$ cat src/rtl/keypad_scanner.sv
// 4x4 hex keypad scanner: column drive, 2-FF row sync, frame debounce, press strobe.
// Optional entry register enabled by defining KEYPAD_ENTRY_EN.
module keypad_scanner #(
  parameter int SCAN_DIV       = 120,
  parameter int DEBOUNCE_SCANS = 4
) (
  input  logic        clk,
  input  logic        rst,
  input  logic [3:0]  row_pins,
  output logic [3:0]  col_select,
  output logic [3:0]  key_code,
  output logic        key_valid,
  output logic        key_held,
  input  logic        entry_clr,
  output logic [15:0] entry
);

  localparam int DIV_W = (SCAN_DIV > 1) ? $clog2(SCAN_DIV) : 1;
  localparam logic [DIV_W-1:0] DIV_LAST = DIV_W'(SCAN_DIV - 1);
  localparam int CNT_W = $clog2(DEBOUNCE_SCANS + 1);
  localparam logic [CNT_W-1:0] CNT_DONE = CNT_W'(DEBOUNCE_SCANS);

  typedef enum logic [1:0] {
    ST_IDLE    = 2'd0,
    ST_PRESS   = 2'd1,
    ST_HELD    = 2'd2,
    ST_RELEASE = 2'd3
  } state_t;

  logic [3:0]       row_meta_q, row_sync_q;
  logic [DIV_W-1:0] div_q, div_d;
  logic [1:0]       col_q, col_d;
  logic [3:0]       col_sel_q, col_sel_d;
  logic [15:0]      frame_q, frame_d, frame_full_s;
  state_t           state_q, state_d;
  logic [CNT_W-1:0] cnt_q, cnt_d, cnt_inc_s;
  logic [3:0]       cand_q, cand_d;
  logic [3:0]       key_code_q, key_code_d;
  logic             key_valid_q, key_valid_d;
  logic             key_held_q, key_held_d;
  logic             tick_s, frame_done_s, empty_s, single_s;
  logic [4:0]       ones_s;
  logic [3:0]       hit_code_s;

  // Scan divider, column rotation and frame assembly.
  always_comb begin
    tick_s       = (div_q == DIV_LAST);
    frame_done_s = tick_s && (col_q == 2'd3);
    div_d        = tick_s ? {DIV_W{1'b0}} : div_q + DIV_W'(1);
    col_d        = tick_s ? col_q + 2'd1 : col_q;
    col_sel_d    = ~(4'b0001 << col_d);
    frame_full_s = frame_q;
    for (int r = 0; r < 4; r++) begin
      for (int c = 0; c < 4; c++) begin
        if (col_q == c[1:0]) begin
          frame_full_s[r*4+c] = ~row_sync_q[r];
        end else begin
          frame_full_s[r*4+c] = frame_q[r*4+c];
        end
      end
    end
    if (tick_s) begin
      frame_d = frame_done_s ? 16'h0000 : frame_full_s;
    end else begin
      frame_d = frame_q;
    end
  end

  // Frame classification: bit index of a lone hit is already {row, col}.
  always_comb begin
    ones_s     = 5'd0;
    hit_code_s = 4'd0;
    for (int i = 0; i < 16; i++) begin
      ones_s = ones_s + {4'd0, frame_full_s[i]};
      if (frame_full_s[i]) begin
        hit_code_s = 4'(i);
      end else begin
        hit_code_s = hit_code_s;
      end
    end
    empty_s  = (ones_s == 5'd0);
    single_s = (ones_s == 5'd1);
  end

  // Debounce FSM next-state and registered output values.
  always_comb begin
    state_d     = state_q;
    cnt_d       = cnt_q;
    cand_d      = cand_q;
    key_code_d  = key_code_q;
    key_valid_d = 1'b0;
    cnt_inc_s   = cnt_q + CNT_W'(1);
    if (frame_done_s) begin
      case (state_q)
        ST_IDLE: begin
          if (single_s && (DEBOUNCE_SCANS == 1)) begin
            state_d     = ST_HELD;
            key_code_d  = hit_code_s;
            key_valid_d = 1'b1;
          end else if (single_s) begin
            state_d = ST_PRESS;
            cand_d  = hit_code_s;
            cnt_d   = CNT_W'(1);
          end else begin
            state_d = ST_IDLE;
          end
        end
        ST_PRESS: begin
          if (single_s && (hit_code_s == cand_q)) begin
            cnt_d = cnt_inc_s;
            if (cnt_inc_s == CNT_DONE) begin
              state_d     = ST_HELD;
              key_code_d  = cand_q;
              key_valid_d = 1'b1;
            end else begin
              state_d = ST_PRESS;
            end
          end else begin
            state_d = ST_IDLE;
          end
        end
        ST_HELD: begin
          if (empty_s && (DEBOUNCE_SCANS == 1)) begin
            state_d = ST_IDLE;
          end else if (empty_s) begin
            state_d = ST_RELEASE;
            cnt_d   = CNT_W'(1);
          end else begin
            state_d = ST_HELD;
          end
        end
        ST_RELEASE: begin
          if (empty_s) begin
            cnt_d   = cnt_inc_s;
            state_d = (cnt_inc_s == CNT_DONE) ? ST_IDLE : ST_RELEASE;
          end else begin
            state_d = ST_HELD;
          end
        end
        default: state_d = ST_IDLE;
      endcase
    end else begin
      state_d = state_q;
    end
    key_held_d = (state_d == ST_HELD) || (state_d == ST_RELEASE);
  end

  // State registers; reset discards any partial frame and debounce progress.
  always_ff @(posedge clk) begin
    if (rst) begin
      row_meta_q  <= 4'hF;
      row_sync_q  <= 4'hF;
      div_q       <= {DIV_W{1'b0}};
      col_q       <= 2'd0;
      col_sel_q   <= 4'b1110;
      frame_q     <= 16'h0000;
      state_q     <= ST_IDLE;
      cnt_q       <= {CNT_W{1'b0}};
      cand_q      <= 4'd0;
      key_code_q  <= 4'd0;
      key_valid_q <= 1'b0;
      key_held_q  <= 1'b0;
    end else begin
      row_meta_q  <= row_pins;
      row_sync_q  <= row_meta_q;
      div_q       <= div_d;
      col_q       <= col_d;
      col_sel_q   <= col_sel_d;
      frame_q     <= frame_d;
      state_q     <= state_d;
      cnt_q       <= cnt_d;
      cand_q      <= cand_d;
      key_code_q  <= key_code_d;
      key_valid_q <= key_valid_d;
      key_held_q  <= key_held_d;
    end
  end

  assign col_select = col_sel_q;
  assign key_code   = key_code_q;
  assign key_valid  = key_valid_q;
  assign key_held   = key_held_q;

`ifdef KEYPAD_ENTRY_EN
  logic [15:0] entry_q, entry_d;

  // Shift accepted digits in; a coincident clear keeps only the new digit.
  always_comb begin
    entry_d = entry_q;
    if (key_valid_d && entry_clr) begin
      entry_d = {12'h000, key_code_d};
    end else if (key_valid_d) begin
      entry_d = {entry_q[11:0], key_code_d};
    end else if (entry_clr) begin
      entry_d = 16'h0000;
    end else begin
      entry_d = entry_q;
    end
  end

  // Entry register.
  always_ff @(posedge clk) begin
    if (rst) begin
      entry_q <= 16'h0000;
    end else begin
      entry_q <= entry_d;
    end
  end

  assign entry = entry_q;
`else
  logic unused_entry_clr_s;
  assign unused_entry_clr_s = entry_clr;
  assign entry = 16'h0000;
`endif

endmodule

$ cat config.mk
export PLATFORM = sky130hd
export DESIGN_NAME = keypad_scanner
export DESIGN_NICKNAME = d
export VERILOG_FILES = /design/src/rtl/keypad_scanner.sv
export SDC_FILE = /design/constraint.sdc
export NUM_CORES = 1
export LEC_CHECK = 0
export BUFFER_PORTS_ARGS = -buffer_cell sky130_fd_sc_hd__buf_2
export CORE_MARGIN = 5
export CORE_UTILIZATION = 54
export DETAILED_ROUTE_END_ITERATION = 16
export PLACE_DENSITY = 0.8
export SYNTH_ARGS = -nofsm -noshare
export SYNTH_HDL_FRONTEND = slang
export SYNTH_SLANG_ARGS = --single-unit
$ cat constraint.sdc
create_clock -name clk -period 8 [get_ports clk]
set_clock_uncertainty 0.1 [all_clocks]
set_input_delay 1.2 -clock clk [delete_from_list [all_inputs] [get_ports clk]]
set_output_delay 1.2 -clock clk [all_outputs]
set_load 0.005 [all_outputs]
# Word-level counts from Yosys, hierarchy flattened
# Cells that the tools add are included.
dict set report word_totals {
  regBits 52
  input_bits 7
  out_inout_bits 26
}
dict set report op_classes {
  n_addsub 18
  n_eq_ne 16
  shift 1
  muxes 47
  n_bitwise 8
  reduce_logical 11
}
# cell count
set op_table {}
lappend op_table {{4-bit 2-to-1 mux} 14}
lappend op_table {{5-bit by 1-bit adder with 5-bit output} 11}
lappend op_table {{1-bit 2-to-1 mux} 20}
lappend op_table {{16-bit 2-to-1 mux} 1}
lappend op_table {{2-bit == test (second input constant)} 6}
lappend op_table {{2-bit 2-to-1 mux} 6}
lappend op_table {{3-bit 2-to-1 mux} 4}
lappend op_table {{3-bit case mux with 4 select lines} 1}
lappend op_table {{2-bit != test (second input constant)} 4}
lappend op_table {{2-bit case mux with 4 select lines} 1}
lappend op_table {{7-bit by 1-bit adder with 7-bit output (second input constant)} 1}
lappend op_table {{7-bit == test (second input constant)} 1}
lappend op_table {{1-bit NOT} 7}
lappend op_table {{4-bit by 1-bit adder with 5-bit output} 1}
lappend op_table {{5-bit by 1-bit == test with 1-bit output (second input constant)} 1}
lappend op_table {{5-bit logical NOT} 1}
lappend op_table {{5-bit AND reduction} 1}
lappend op_table {{3-bit by 1-bit adder with 4-bit output} 1}
lappend op_table {{2-bit by 1-bit == test with 1-bit output (second input constant)} 2}
lappend op_table {{4-bit == test} 1}
lappend op_table {{2-bit logical NOT} 2}
lappend op_table {{4-bit NOT} 1}
lappend op_table {{4-bit AND reduction} 1}
lappend op_table {{4-bit OR reduction} 1}
lappend op_table {{other kinds (10)} 11}

# Longest topological paths before layout
dict set report depth {
  depth_word 24
  ltp_mapped 22
}

# Least setup slack after synthesis
# Ideal clock, no wire load.
dict set report synth_path {
  kind {flip-flop to flip-flop}
  start {register col_q[0]}
  end {register key_code_q[0] (netlist: key_code[0])}
  t_arrival_ps 5491
  path_slack_ps 2281
  path_stages_with_launch 22
  synth_period_minus_slack_ps 5719
  cell_sequence {dfxtp_1 -> ha_1 -> buf_6 -> clkbuf_1 -> clkbuf_1 -> a21oi_1 -> fa_1 -> inv_1 -> fa_1 -> fa_1 -> fa_1 -> inv_1 -> ha_1 -> fa_1 -> or2_0 -> a2111oi_1 -> nand2_1 -> a31oi_4 -> and4_1 -> buf_4 -> mux2i_1 -> nor2_1}
}
dict set report synth_via {
  elab_chain_cells 20
}
# item line_no
set synth_rtl {}
lappend synth_rtl {{start, declared} 32} ;# logic [1:0] col_q, col_d;
lappend synth_rtl {{start signal, assigned} 167} ;# col_q <= col_d;
lappend synth_rtl {{2-bit by 1-bit == test with 1-bit output / 2-bit logical NOT (equally long branches)} 55} ;# if (col_q == c[1:0]) begin
lappend synth_rtl {{1-bit 2-to-1 mux} 55}
lappend synth_rtl {{1-bit by 1-bit adder with 2-bit output / 1-bit 2-to-1 mux (equally long branches)} {74, 75}}
lappend synth_rtl {{2-bit by 1-bit adder with 3-bit output / 4-bit 2-to-1 mux (equally long branches)} {74, 75}}
lappend synth_rtl {{3-bit by 1-bit adder with 4-bit output / 4-bit 2-to-1 mux (equally long branches)} {74, 75}}
lappend synth_rtl {{4-bit by 1-bit adder with 5-bit output / 4-bit 2-to-1 mux (equally long branches)} {74, 75}}
lappend synth_rtl {{5-bit by 1-bit adder with 5-bit output / 4-bit 2-to-1 mux (equally long branches) (11 in a row)} {74, 75}}
lappend synth_rtl {{5-bit by 1-bit == test with 1-bit output / 4-bit == test (equally long branches)} {82, 109}}
lappend synth_rtl {{1-bit logical AND} 109} ;# if (single_s && (hit_code_s == cand_q)) begin
lappend synth_rtl {{4-bit AND reduction (no line) (*)} -}
lappend synth_rtl {{end signal, assigned} 173} ;# key_code_q <= key_code_d;
lappend synth_rtl {{end, declared} 38} ;# logic [3:0] key_code_q, key_code_d;
# Every way passes the cells marked *; elsewhere a longest branch is shown, timed or not.
# A chain may end at the register's enable or synchronous reset.

# Worst setup path in the final report
dict set report layout_path {
  start {register col_q[0]}
  end {register key_code_q[1] (netlist: key_code[1])}
}
# Same word-level chain as after synthesis.

==> reports/metrics.csv <==
stage;metric;value;unit
yosys;FF+latch count, synth;52;
yosys;biggest area consumer among synthesized cells;dfxtp_1;
critical_path;worst path bufs/invs;2;
yosys;Cells after Synth;358;
critical_path;Critical Path AT;6640;ps
critical_path;critical path cell sequence;ha_1 > nor2_1 > a21oi_1 > inv_1 > fa_1 > fa_1 > fa_1 > fa_1 > inv_1 > ha_1 > fa_1 > or2_0 > a2111oi_1 > nand2_1 > a31oi_4 > and4_1 > mux2i_1 > nor2_1;
hold_path;HP Class;reg2reg;
grt;vias in the first global route;2400;
die;Core Box Area;5850;um2
grt;initial antenna violation count;0;
clocking;depth of the CTS H-tree;2;
die;die area;7570;um2
placement;RD Place Congestion;0.900;
yosys;Post-synth EDFFs;0;
yosys;count leader, synth;dfxtp_1;
finish;fin nets;390;
clocking;clk buf depth;2;
routing;Via density;5.70;
job;Max Cap Viol;0;
critical_path;reg2reg path depth;18;
sta;RSZ-0062 raised after global routing;false;
pwr;Comb power frac;0.063;
yosys;Avg Cell Area, Syn;8.95;um2
die;chip height;87.0;um
yosys;post-synthesis async set-or-reset flop share;0;
pwr;Reg power frac;0.555;
sta;final hold violations;0;
placement;Area after DPL;3210;um2
yosys;Post-Syn Area;3200;um2
clocking;worst-skew pair later-pin latency;310;ps
pwr;Pwr per Cell Area;144;nW/um2
routing;DR WL/cell;14.8;um
hold_path;Worst Hold Depth;1;
placement;Port Buffer Count;15;
critical_path;CP peak stage delay;840;ps
yosys;synth warn;0;
finish;Final Instance Area;3320;um2
sta;min cycle time layout;6560;ps
finish;Area Overhead vs Synth;3.55;%
critical_path;crit path max-delay cell type;ha_1;
die;initial core utilization;0.548;
pwr;Sw Share;0.230;
critical_path;CP dominant cell by count;fa_1;
pwr;Clk pwr share;0.382;
yosys;sequential fraction of the synthesis area;0.325;
clocking;CTS tree;done;
clocking;# resized after CTS;0;
clocking;clk sink count;52;
die;FP Rows;28;
critical_path;RR Startpoint;col_q[0];
grt;GRT Util Overall;0.181;
critical_path;CP Depth;18;
yosys;Post-synth top cells;dfxtp_1, nand2_1, a21oi_1;
routing;via count;2489;
sta;Worst Max-Slew Pin Slew;980;ps
outcome;status;completed;
routing;DR iter-0 viols;192;
hold_path;HP Start;row_meta_q[1];
placement;DPL Wire Length;4750;um
critical_path;CP delay by family, top;adder cells;
sta;normalized max-slew margin;0.346;
routing;total wire length;6480;um
grt;grt ovf;0;
sta;final setup TNS;0;ps
die;Die X;87.0;um
pwr;static leakage;1.34;nW
clocking;CTS buffer count;5;
critical_path;CP max FO;28;
critical_path;crit end category;flop;
sta;Period Utilization, post-route;0.820;
critical_path;critical path required time;8070;ps
routing;remaining antenna violation count;0;
sta;# setup viols final;0;
pwr;maximum VDD drop;0.124;mV
routing;Pre-antenna DRT Iters;4;
yosys;Distinct cells, synth;70;
pwr;Net Sw Power;0.110;mW
finish;layout cells sized above 1;0.146;
die;Ports;33;
clocking;CTS Hold Bufs;0;
critical_path;Setup crit start kind;flop;
critical_path;CP Launch Point;col_q[0];
yosys;top cells by area, synth;dfxtp_1, fa_1, ha_1;
critical_path;Setup Crit Path Kind;reg2reg;
grt;global-route wire length before repair;10900;um
finish;Antenna diodes;0;
pwr;P_int;0.368;mW
clocking;CTS root buffer;clkbuf_8;
critical_path;R2R Setup Slk;1440;ps
sta;Slew Limit Fails;0;
yosys;Main synth FF type;dfxtp_1;
sta;highest clock rate;152;MHz
grt;pin count of the biggest net entering global routing;44;
yosys;top-area cell type share of the netlist area;0.325;
clocking;CTS clk-pin slew, worst paths;90;ps
clocking;Post-CTS Setup Bufs;0;
routing;DRC;0;
## sequential cells by signal (all words and copies together), names as in the netlist
name / count
cand_q: 4
cnt_q: 3
col_q: 2
col_select: 4
div_q: 7
frame_q: 16
key_code: 4
key_held: 1
key_valid: 1
row_meta_q: 4
row_sync_q: 4
state_q: 2
## metal layers
layer	global-route usage	routed length, um	vias to the layer above
met4	0.0637	109	0
li1	-	-	1231
met1	0.229	2930	1175
met3	0.0397	353	10
met2	0.302	3090	73
met5	0	0	-
## final timing paths
| path | to |
|---|---|
| worst min-delay path | row_sync_q[1] |
| worst max register to register | key_code[1] |
| worst min register to register | row_sync_q[1] |
| worst max-delay path | key_code[1] |
## cell usage in the layout (no fill, tap or decap), types with 5 or more instances in the layout
cell type  instances
nor3_1             7
clkbuf_8           5
nand2b_1          11
ha_1              12
o21ai_0            8
inv_1             21
buf_2             15
or2_2             10
nor2b_1            5
nand3_1            6
nor2_1            22
conb_1            16
and3_1             6
dfxtp_1           52
a21oi_1           25
nand2_1           31
or3_1             10
fa_1              10
mux2i_1            6
## power by group through the flow
stage	Clock, mW	Sequential [mW]	Combinational (mW)
2_1_floorplan	0	0.270	0.0300
3_3_place_gp	0	0.271	0.0284
3_5_place_dp	0	0.271	0.0291
4_1_cts	0.190	0.265	0.0294
5_1_grt	0.198	0.266	0.0331
6_report	0.183	0.265	0.0299
## final cells by class
type	instances	area, um2
Timing Repair Buffer	15	75.1
Sequential cell	52	1040
Clock inverter	2	38.8
Inverter	21	78.8
Fill cell	517	2530
Clock buffer	6	72.6
Multi-Input combinational cell	266	1920
Tap cell	75	93.8
## logic make-up (layout without fill, tap and decap cells)
logic type	after synthesis	count (layout)	synth area share
and+or+nand+nor	138	138	0.244
DFF	52	52	0.325
adders and majority gates	22	22	0.109
xor gates and xnor gates	6	6	0.0164
other	1	16	0.00117
muxes	6	6	0.0187
AOI/OAI and AO/OA	78	78	0.191
buffers and inverters	55	44	0.0941
## worst reg2reg max path, stage by stage, from the launching register on
cell and delay, ps:
dfxtp_1 420, ha_1 840, nor2_1 80, a21oi_1 230, inv_1 120, fa_1 560
fa_1 430, fa_1 470, fa_1 500, inv_1 40, ha_1 200, fa_1 390
or2_0 210, a2111oi_1 670, nand2_1 260, a31oi_4 250, and4_1 380, mux2i_1 220
nor2_1 60
## per-stage QoR
stage	worst slack [ps]	utilization	power (mW)	std cells	hold WS (ps)
final	1440	0.567	0.478	437	315
after global routing	1060	0.567	0.497	437	332
after CTS	1480	0.567	0.484	437	319
after detailed placement	1530	0.548	0.300	429	296
after global placement	1680	0.548	0.299	429	293
after floorplan	2280	-	0.300	373	289
No activity file was read; power rests on OpenSTA's default activity.
